--- src/rtl/mult_pkg.sv ---
// mult_pkg: operand/product widths and sequencer states shared by the multiplier arbiter.
package mult_pkg;
    localparam int OP_W = 8;
    localparam int PROD_W = 16;
    typedef enum logic [1:0] {IDLE, WAIT, RESP} state_t;
endpackage

--- src/rtl/mult_rr_pick.sv ---
// mult_rr_pick: round-robin winner search starting just after the last served requester.
module mult_rr_pick #(
    parameter int NUM_REQ = 2,
    parameter int IDX_W = 1
) (
    input  logic [NUM_REQ-1:0] req,
    input  logic [IDX_W-1:0]   last_served,
    output logic [NUM_REQ-1:0] win_oh,
    output logic [IDX_W-1:0]   win_idx,
    output logic               valid
);
    logic [IDX_W-1:0] j;
    always_comb begin
        win_oh = '0;
        win_idx = '0;
        j = '0;
        // lowest priority first, so the highest-priority hit is the one left standing
        for (int k = NUM_REQ; k >= 1; k--) begin
            j = IDX_W'((int'(last_served) + k) % NUM_REQ);
            if (req[j]) begin
                win_oh = '0;
                win_oh[j] = 1'b1;
                win_idx = j;
            end
        end
    end
    assign valid = |req;
endmodule

--- src/rtl/mult_share_arb.sv ---
// mult_share_arb: shares one start/done multiplier core among NUM_REQ clients with
// round-robin grant, registered operands, timeout guard and a one-cycle ack.
module mult_share_arb
    import mult_pkg::*;
#(
    parameter int NUM_REQ = 2,
    parameter int TIMEOUT = 15,
    parameter int CNT_W = 4
) (
    input  logic                    clk,
    input  logic                    reset_a,
    input  logic [NUM_REQ-1:0]      req,
    input  logic [OP_W*NUM_REQ-1:0] req_a,
    input  logic [OP_W*NUM_REQ-1:0] req_b,
    output logic [NUM_REQ-1:0]      gnt,
    output logic [NUM_REQ-1:0]      ack,
    output logic [PROD_W-1:0]       result,
    output logic                    err,
    output logic                    busy,
    output logic                    mult_start,
    output logic [OP_W-1:0]         mult_dataa,
    output logic [OP_W-1:0]         mult_datab,
    input  logic                    mult_done,
    input  logic [PROD_W-1:0]       mult_product
);
    localparam int IDX_W = $clog2(NUM_REQ);
    state_t state, state_nxt;
    logic [CNT_W-1:0] cnt;
    logic [IDX_W-1:0] last_served, win_q, pick_idx;
    logic [NUM_REQ-1:0] pick_oh;
    logic pick_valid, timeout;

    mult_rr_pick #(.NUM_REQ(NUM_REQ), .IDX_W(IDX_W)) u_pick (
        .req(req),
        .last_served(last_served),
        .win_oh(pick_oh),
        .win_idx(pick_idx),
        .valid(pick_valid)
    );

    assign timeout = cnt == CNT_W'(TIMEOUT - 1);

    always_comb begin
        state_nxt = state;
        case (state)
            IDLE: state_nxt = pick_valid ? WAIT : IDLE;
            WAIT: state_nxt = (mult_done || timeout) ? RESP : WAIT;
            default: state_nxt = IDLE;
        endcase
    end

    always_ff @(posedge clk or posedge reset_a)
        if (reset_a) state <= IDLE;
        else state <= state_nxt;

    always_ff @(posedge clk or posedge reset_a) begin
        if (reset_a) begin
            gnt <= '0;
            ack <= '0;
            result <= '0;
            err <= 1'b0;
            busy <= 1'b0;
            mult_start <= 1'b0;
            mult_dataa <= '0;
            mult_datab <= '0;
            cnt <= '0;
            last_served <= IDX_W'(NUM_REQ - 1);
            win_q <= '0;
        end else begin
            mult_start <= 1'b0;
            ack <= '0;
            case (state)
                IDLE: if (pick_valid) begin
                    gnt <= pick_oh;
                    win_q <= pick_idx;
                    mult_dataa <= req_a[pick_idx*OP_W +: OP_W];
                    mult_datab <= req_b[pick_idx*OP_W +: OP_W];
                    mult_start <= 1'b1;
                    busy <= 1'b1;
                    cnt <= '0;
                end
                WAIT: begin
                    cnt <= cnt + 1'b1;
                    // a done on the timeout edge still delivers the real product
                    if (mult_done || timeout) begin
                        result <= mult_done ? mult_product : '0;
                        err <= !mult_done;
                        ack <= gnt;
                    end
                end
                RESP: begin
                    gnt <= '0;
                    busy <= 1'b0;
                    last_served <= win_q;
                end
                default: ;
            endcase
        end
    end
endmodule
--- config.mk ---
export PLATFORM = sky130hd
export DESIGN_NAME = mult_share_arb
export DESIGN_NICKNAME = d
export VERILOG_FILES = /design/src/rtl/mult_pkg.sv /design/src/rtl/mult_rr_pick.sv /design/src/rtl/mult_share_arb.sv
export SDC_FILE = /design/constraint.sdc
export NUM_CORES = 1
export LEC_CHECK = 0
export ABC_AREA = 1
export BUFFER_PORTS_ARGS = -buffer_cell sky130_fd_sc_hd__buf_2
export CAP_MARGIN = 20
export CELL_PAD_IN_SITES_DETAIL_PLACEMENT = 1
export CELL_PAD_IN_SITES_GLOBAL_PLACEMENT = 1
export CORE_MARGIN = 2
export CORE_UTILIZATION = 37
export CTS_BUF_LIST = sky130_fd_sc_hd__clkbuf_8
export CTS_CLUSTER_SIZE = 8
export DETAILED_ROUTE_END_ITERATION = 10
export GPL_TIMING_DRIVEN = 0
export PLACE_DENSITY_LB_ADDON = 0.3
export SLEW_MARGIN = 10
export SYNTH_ARGS = -nofsm -noshare
export SYNTH_HDL_FRONTEND = slang
export SYNTH_SLANG_ARGS = --single-unit
--- constraint.sdc ---
create_clock -name clk -period 2 [get_ports clk]
set_clock_uncertainty 0.05 [all_clocks]
set_input_delay 0.2 -clock clk [delete_from_list [all_inputs] [get_ports clk]]
set_output_delay 0.2 -clock clk [all_outputs]
set_load 0.02 [all_outputs]
==> impl_metrics.yaml, run 1 <==
status:
  status: "completed"
route:
  vias: 2059
  drt-initial-drc-count: 61
  drt-total-wl_mm: 5.58
  antenna_left: 0
  drc: 0
  first_pass_iters: 4
  avgRoutedWirePerCell_um: 12.2
  vias_per_cell: 4.51
sta:
  maxSlewViolCount: 0
  max_freq_mhz: 704
  setup_violations: 0
  rsz0062_at_grt: "false"
  slew_headroom_pct: 70.7
  finalHoldViolations: 0
  tightest_slew_ns: 0.439
  post-route-period-util_pct: 71.0
  period_minus_slack_ns: 1.42
  tns_ns: 0
finish:
  diodes: 0
  syn_to_final_growth_pct: 31.1
  nNetsFinal: 436
  drive_gt1_share_pct: 31.4
  layout.cells.non_filler: 457
clock_network:
  clock-sinks: 47
  clk_path_buf_depth: 2
  cts_tree: "built"
  htree_levels: 2
  clk_latency_ns: 0.31
  cts-root-buf: "clkbuf_8"
  numCtsBuffers: 5
  clk_pin_slew_ns: 0.09
grt:
  grt_first_pass_wirelength_mm: 9.29
  antenna_found_initial: 0
  grt_usage_pct: 18.2
  grt_max_degree: 30
  grt_pass1_vias: 2013
  grt-ovfl-total: 0
synth:
  async_reset_ff_share_pct: 100
  synthesis.area_um2: 2190
  synth_area_leaders: "dfrtp_1 (52%), nand2_1 (20%), nand3_1 (8.0%)"
  synthTopCellsByCount: "nand2_1 (119), dfrtp_1 (46), inv_1 (45)"
  ys.flop_type: "dfrtp_1"
  avgSynthCellArea_um2: 7.81
  yosysMostFrequentCell: "nand2_1"
  synth-seq-area-share_pct: 53.7
  syn_inst: 281
  ys_warn_count: 0
  synth_cell_types: 18
  post-synth-top-area-cell: "dfrtp_1"
  synth.top_cell.area_share_pct: 52.5
  syn_nets: 336
  ys_ff_latch: 47
  synth_edf_count: 0
worst_setup_path:
  crit_path_start_kind: "flop"
  critPathArrivalTime_ns: 1.62
  endpoint_kind: "flop"
  worstSetupPathType: "flop to flop"
  cp_max_fo: 10
  worstPathRequired_ns: 2.20
place:
  globalplace.congestion: 0.685
  hpwlAfterDp_mm: 4.15
  placed_cells: 448
  io_buffers: 91
floorplan:
  core_um2: 5820
  io_pins: 92
  die_area_um2: 6560
  rows: 28
  dieHeight_um: 81.0
  start_util_pct: 37.7
  die_w_um: 81.0
power_and_ir_drop:
  p_per_area_nw_per_um2: 1480
  leakagePower_nw: 1.76
  vdd_drop_max_uv: 674
min_path:
  hold_class: "input port to flop"
run:
  maxCapViolCount: 0
## state kept, by name, indices dropped and copies added (netlist names), 2 cells and up
name / flops
cnt: 4
gnt: 2
state: 2
result: 16
mult_dataa: 8
ack: 2
mult_datab: 8
## final cells by class
| type | instances | area, µm² |
|---|---|---|
| Tap cell | 75 | 93.8 |
| Sequential cell | 47 | 1180 |
| Fill cell | 788 | 2940 |
| Inverter | 47 | 176 |
| Clock buffer | 7 | 96.3 |
| Buffer | 9 | 65.1 |
| Timing Repair Buffer | 93 | 485 |
| Multi-Input combinational cell | 178 | 774 |
| Clock inverter | 1 | 7.51 |
## critical path: stages (launching register included)
cell and delay [ns]:
dfrtp_1 0.43, inv_1 0.08, ha_1 0.20, nand3_1 0.09, nand2_1 0.07, nand2_1 0.07, buf_2 0.23, nand2_1 0.08
nand2_1 0.07
## cell usage in the layout (no fill, tap or decap)
cell type / synthesis / routed
nand2_1: 119 / 119
buf_2: 4 / 95
dfrtp_1: 46 / 46
inv_1: 45 / 44
nand3_1: 35 / 35
nor2_1: 8 / 8
clkbuf_8: 0 / 7
nor2_4: 3 / 3
buf_4: 3 / 3
nand2_2: 3 / 3
inv_2: 2 / 3
o21ai_0: 3 / 3
buf_6: 2 / 2
a21oi_1: 2 / 2
ha_1: 2 / 2
nand4_1: 1 / 1
nand3b_1: 1 / 1
or2_2: 1 / 1
clkinvlp_4: 0 / 1
dlygate4sd3_1: 0 / 1
dfstp_2: 1 / 1
buf_12: 0 / 1
## final timing paths
| path | startpoint | endpoint | slack (ns) | depth (start not counted) |
|---|---|---|---|---|
| max in group asynchronous | reset_a | last_served | 0.93 | 4 |
| hold reg to reg | result[1] | result[1] | 0.42 | 2 |
| setup reg to reg | cnt[0] | result[4] | 0.58 | 8 |
| hold / removal | mult_product[8] | result[8] | 0.04 | 3 |
| min in group asynchronous | reset_a | result[3] | 0.39 | 3 |
| setup / recovery | cnt[0] | result[4] | 0.58 | 8 |
## kinds of logic after synthesis
group / synth area share [%]
buffers and inverters: 11.0
AOI/OAI and AO/OA: 1.14
adders and majority gates: 1.14
and+or+nand+nor: 33.0
DFF: 53.7
## report_power, final
group	switching, mW	total [mW]	internal (mW)	leakage [nW]
clock network	0.334	0.649	0.315	0.0505
logic	1.31	1.98	0.672	1.13
registers	0.249	1.64	1.39	0.581
total	1.89	4.27	2.38	1.76
## through the flow
step | hold WS, ns | cell area (µm²) | setup WS (ns) | power [mW] | utilization (%)
final | 0.0408 | 2880 | 0.580 | 4.27 | 49.5
after global routing | 0.0345 | 2880 | 0.483 | 4.64 | 49.5
after CTS | 0.0334 | 2880 | 0.551 | 4.34 | 49.5
after detailed placement | 0.184 | 2760 | 0.583 | 3.68 | 47.5
after global placement | 0.351 | 2740 | -0.0483 | 3.59 | 47.2
after floorplan | 0.267 | 2190 | 0.636 | 2.96 | -
## layer usage
metal | part of all wire (%) | global-route usage, % | up-vias | wire (µm)
met5 | 0 | 0 | - | 0
met4 | 1.1 | 4.58 | 0 | 62
met3 | 5.0 | 4.44 | 7 | 278
met2 | 51 | 31.0 | 41 | 2840
met1 | 43 | 23.3 | 976 | 2390
li1 | - | - | 1035 | -
## what timing repair did
item | CTS | global route
endpoints found under the hold margin | 18 | 0
hold buffers | 1 | 0
buffers inserted | 0 | 0
resized for setup | 0 | 0
No activity file was read; power rests on OpenSTA's default activity.
==> run 2: changes to the inputs <==
- CORE_UTILIZATION: 37 -> 34
- clock period: 2 -> 1.36 ns (I/O delays scaled with it)
==> run 2 against run 1 <==
Final cell count grew 4.6%; sequential share of layout area decreased by 2.7 points; first-iteration DRC count unchanged; global-route usage decreased by 1.1 points; design area grew 7.2%; maximum frequency is 7.1% higher; via count grew 3.0%; utilization fell by 0.35 points; clock power up 26%; non-clock buffer count up 19; flip-flop and latch count is the same; critical path type unchanged; critical endpoint is now gnt[0]; highest routed layer unchanged.
==> impl_metrics.yaml, run 2 (same netlist as run 1, synthesis figures left out) <==
floorplan:
  die_w_um: 84.3
  start_util_pct: 34.9
  io_pins: 92
  rows: 29
  dieHeight_um: 84.3
  die_area_um2: 7110
  core_um2: 6280
worst_setup_path:
  crit_path_end: "gnt[0]"
  cp-startpoint: "state[1]"
  cpMaxStageDelayCell: "dfrtp_1"
  crit_path_start_kind: "flop"
  worstPathRequired_ns: 1.54
  worstSetupPathType: "flop to flop"
  endpoint_kind: "flop"
  critPathArrivalTime_ns: 1.51
  r2r_slack_ns: 0.03
  rr_endpoint: "gnt[0]"
  crit_chain: "inv_1, nand2_1, nor2_4, buf_4, nor2_1, nand2_1, nand2_1"
  ff2ff_path_depth: 7
  critPathMostFrequentCell: "nand2_1"
  r2r_start: "state[1]"
  slowest_delay_ns: 0.40
  cp_max_fo: 4
grt:
  grt-ovfl-total: 0
  grt_first_pass_wirelength_mm: 9.84
  antenna_found_initial: 0
  grt_max_degree: 29
  grt_usage_pct: 17.2
  grt_pass1_vias: 2153
route:
  drt-total-wl_mm: 5.93
  antenna_left: 0
  vias_per_cell: 4.44
  first_pass_iters: 4
  drc: 0
  drt-initial-drc-count: 61
  vias: 2120
  avgRoutedWirePerCell_um: 12.4
sta:
  tightest_slew_ns: 0.456
  max_freq_mhz: 754
  tns_ns: 0
  maxSlewViolCount: 0
  slew_headroom_pct: 69.6
  setup_violations: 0
  finalHoldViolations: 0
  post-route-period-util_pct: 97.5
  rsz0062_at_grt: "true"
  period_minus_slack_ns: 1.33
power_and_ir_drop:
  vdd_drop_max_uv: 854
  p_per_area_nw_per_um2: 2060
  leakagePower_nw: 1.85
finish:
  fin_util_pct: 49.1
  top_register: "result"
  drive_gt1_share_pct: 31.4
  final_cell_mix: "nand2_1 (119), buf_2 (92), dfrtp_1 (46)"
  diodes: 0
  reg_top3: "result (16), mult_dataa (8), mult_datab (8)"
  syn_to_final_growth_pct: 40.6
  layout.cells.non_filler: 478
  nNetsFinal: 455
  largest_register_ffs: 16
  final_common_cell: "nand2_1"
clock_network:
  cts_tree: "built"
  clk_pin_slew_ns: 0.09
  clock-sinks: 47
  clk_path_buf_depth: 2
  cts-root-buf: "clkbuf_8"
  htree_levels: 2
  clk_latency_ns: 0.29
  numCtsBuffers: 5
place:
  placed_cells: 450
  globalplace.congestion: 0.738
  io_buffers: 91
  hpwlAfterDp_mm: 4.14
min_path:
  hold_class: "input port to flop"
  hold_start: "mult_product[7]"
status:
  status: "completed"
run:
  maxCapViolCount: 0
[run 2: changes by cell type in the layout (fill, tap and decap cells not counted), sizes merged]
cell / before / now
dlygate4sd3: 1 / 16
clkbuf: 7 / 5
clkinv: 0 / 1
buf: 101 / 105
inv: 47 / 48
[run 2: how the worst min path moves through the flow]
stage          slack [ns]          to  cells after the start
6_report             0.01   result[7]                      3
5_1_grt             0.008   result[7]                      3
4_1_cts             0.002   result[0]                      3
3_5_place_dp         0.13  result[10]                      2
3_3_place_gp         0.29  result[15]                      3
2_1_floorplan        0.20  result[10]                      2
[run 2: final cells by class]
cell class              count  area, µm²
fillers                   829       3190
repair buffers            114        693
flip-flops and latches     47       1180
multi-input cells         178        791
plain buffers               7       61.3
well taps                  77       96.3
clock inverters             3       16.3
clock buffers               5       68.8
inverters                  47        179
[run 2: per-stage QoR]
| step | power [mW] | instance area [µm²] | setup slack, ns | hold WS (ns) |
|---|---|---|---|---|
| final | 6.36 | 3080 | 0.0344 | 0.0102 |
| after global routing | 6.89 | 3080 | -0.0488 | 0.00839 |
| after CTS | 6.36 | 3040 | 0.00606 | 0.00155 |
| after detailed placement | 5.39 | 2770 | -0.0475 | 0.126 |
| after global placement | 5.30 | 2750 | -0.598 | 0.288 |
| after floorplan | 4.35 | 2190 | 0.0595 | 0.203 |
[run 2: report_power, final]
group / internal [mW] / switching (mW)
Clock: 0.353 / 0.465
Combinational: 1.12 / 2.01
Sequential: 2.05 / 0.360
[run 2: timing repair]
item                                    4_1_cts  5_1_grt
hold buffers                                 15        1
pin swaps                                     1        3
gates resized for setup                       4        7
buffers inserted                              3        3
endpoints found under the hold margin        33        1
endpoints found under the setup margin       29       36
[run 2: critical path: cells and delay by family, from the launching register on]
kind	cells	cell delay, ns
DFF	1	0.40
and+or+nand+nor	5	0.59
buffers and inverters	2	0.22
[run 2: layer usage]
metal,vias to the layer above,track usage (%),wire length [µm]
met3,6,3.54,263
li1,1074,-,-
met2,47,29.2,2980
met1,993,22.1,2620
met4,0,4.84,68
met5,-,0,0
==> run 3: changes to the inputs <==
- CELL_PAD_IN_SITES_GLOBAL_PLACEMENT: 1 -> 2
- CORE_UTILIZATION: 34 -> 26
- HOLD_SLACK_MARGIN: not set -> 0.12
==> run 3 against run 2 <==
Global-route usage down 1.6 points; routed wire length increased by 14%; non-clock buffer count up 36.
==> impl_metrics.yaml, run 3 (same netlist as run 1, synthesis figures left out) <==
status:
  status: "completed"
route:
  drc: 0
  avgRoutedWirePerCell_um: 12.5
  vias_per_cell: 4.24
  first_pass_iters: 4
  drt-initial-drc-count: 49
  vias: 2300
  antenna_left: 0
  drt-total-wl_mm: 6.77
clock_network:
  cts-root-buf: "clkbuf_8"
  clock-sinks: 47
  numCtsBuffers: 5
  cts_tree: "built"
  clk_pin_slew_ns: 0.09
  clk_latency_ns: 0.30
  clk_path_buf_depth: 2
  htree_levels: 2
worst_setup_path:
  cpMaxStageDelayCell: "dfrtp_1"
  crit_chain: "inv_2, ha_4, nand3_2, nand2_2, nand2_4, buf_6, nand2_1, nand2_1"
  slowest_delay_ns: 0.42
  crit_path_start_kind: "flop"
  endpoint_kind: "flop"
  worstSetupPathType: "flop to flop"
  critPathMostFrequentCell: "nand2_1"
  critPathArrivalTime_ns: 1.44
  worstPathRequired_ns: 1.52
  cp_max_fo: 10
place:
  hpwlAfterDp_mm: 4.43
  globalplace.congestion: 0.743
  io_buffers: 91
  dp_slack_ns: -0.0985
finish:
  n_fill_cell: 1021
  top_register: "result"
  diodes: 0
  syn_to_final_growth_pct: 59.0
  largest_register_ffs: 16
  drive_gt1_share_pct: 31.4
  final_common_cell: "nand2_1"
  reg_top3: "result (16), mult_dataa (8), mult_datab (8)"
  final_cell_mix: "nand2_1 (117), buf_2 (93), dlygate4sd3_1 (47)"
  seqCellArea_um2: 1180
  multi_input_area_um2: 817
  nNetsFinal: 491
run:
  maxCapViolCount: 0
floorplan:
  start_util_pct: 26.7
  rows: 33
  dieHeight_um: 95.8
  io_pins: 92
  die_area_um2: 9190
  core_um2: 8220
  die_w_um: 95.8
grt:
  grt_max_degree: 26
  grt_first_pass_wirelength_mm: 11.1
  antenna_found_initial: 0
  grt_usage_pct: 15.6
  grt_pass1_vias: 2387
  grt-ovfl-total: 0
power_and_ir_drop:
  vdd_drop_max_uv: 756
  switchingPower_mw: 2.93
  pwr-share-comb_pct: 50.1
  p_per_area_nw_per_um2: 1900
  power_frac_clock_pct: 13.4
  leakagePower_nw: 2.01
  p_sw_share_pct: 44.1
  internal-power_mw: 3.70
  pwr-share-seq_pct: 36.6
sta:
  post-route-period-util_pct: 94.2
  finalHoldViolations: 0
  max_freq_mhz: 781
  setup_violations: 0
  fin_hold_ws_ns: 0.122
  rsz0062_at_grt: "true"
  slew_headroom_pct: 64.7
  tightest_slew_ns: 0.529
  period_minus_slack_ns: 1.28
  setup_slack_ns: 0.0791
  maxSlewViolCount: 0
min_path:
  hold_class: "input port to flop"
## run 3: final timing paths
path | endpoint | depth (start not counted) | startpoint | slack, ns
min | mult_dataa[0] | 5 | req_a[0] | 0.12
max in group asynchronous | last_served | 4 | reset_a | 0.30
max | result[10] | 8 | cnt[0] | 0.08
max reg2reg | result[10] | 8 | cnt[0] | 0.08
min in group asynchronous | result[6] | 3 | reset_a | 0.36
min reg2reg | result[6] | 2 | result[6] | 0.42
## run 3: layout make-up
cell class,count,area share [%]
timing repair buffer,150,29.4
clock inverter,2,0.251
buffer,7,1.87
inverter,47,5.13
sequential,47,33.8
multi-input combinational,178,23.4
tap,105,3.77
clock buffer,6,2.37
## run 3: routing by layer
metal,vias up,global-route usage [%],wire length [µm],part of all wire (%)
met5,-,0,0,0
met1,1101,20.2,2990,44
met3,8,3.29,256,3.8
met2,46,25.5,3400,50
met4,0,5.95,121,1.8
li1,1145,-,-,-
## run 3: what timing repair did
item,CTS,global route
resized for setup,4,18
pin swaps,1,5
setup endpoints to repair,32,36
setup buffers,1,9
hold buffers,47,0
hold endpoints to repair,54,0
gates cloned,0,1
## run 3: metrics by stage
step	setup TNS [ns]	utilization (%)	power, mW	cells	instance area [µm²]
finish	0	42.5	6.63	542	3490
global route	-0.203	42.5	7.23	542	3490
CTS	-0.606	41.2	6.52	534	3380
detailed placement	-0.860	34.1	5.45	478	2800
global placement	-34.71	33.8	5.38	477	2780
floorplan	0	-	4.35	281	2190
## run 3: power by group through the flow
stage	clock network [mW]	logic (mW)	registers (mW)
floorplan	0	1.26	3.09
global placement	0	2.94	2.44
detailed placement	0	3.01	2.44
CTS	0.933	3.16	2.43
global route	0.976	3.74	2.51
finish	0.886	3.32	2.43
## run 3: critical path: cells and delay by family (launching register included)
family	cells	cell delay [ns]
flip-flops	1	0.42
adder cells (fa/ha/maj)	1	0.13
AND/OR/NAND/NOR	5	0.34
buffers and inverters	2	0.24
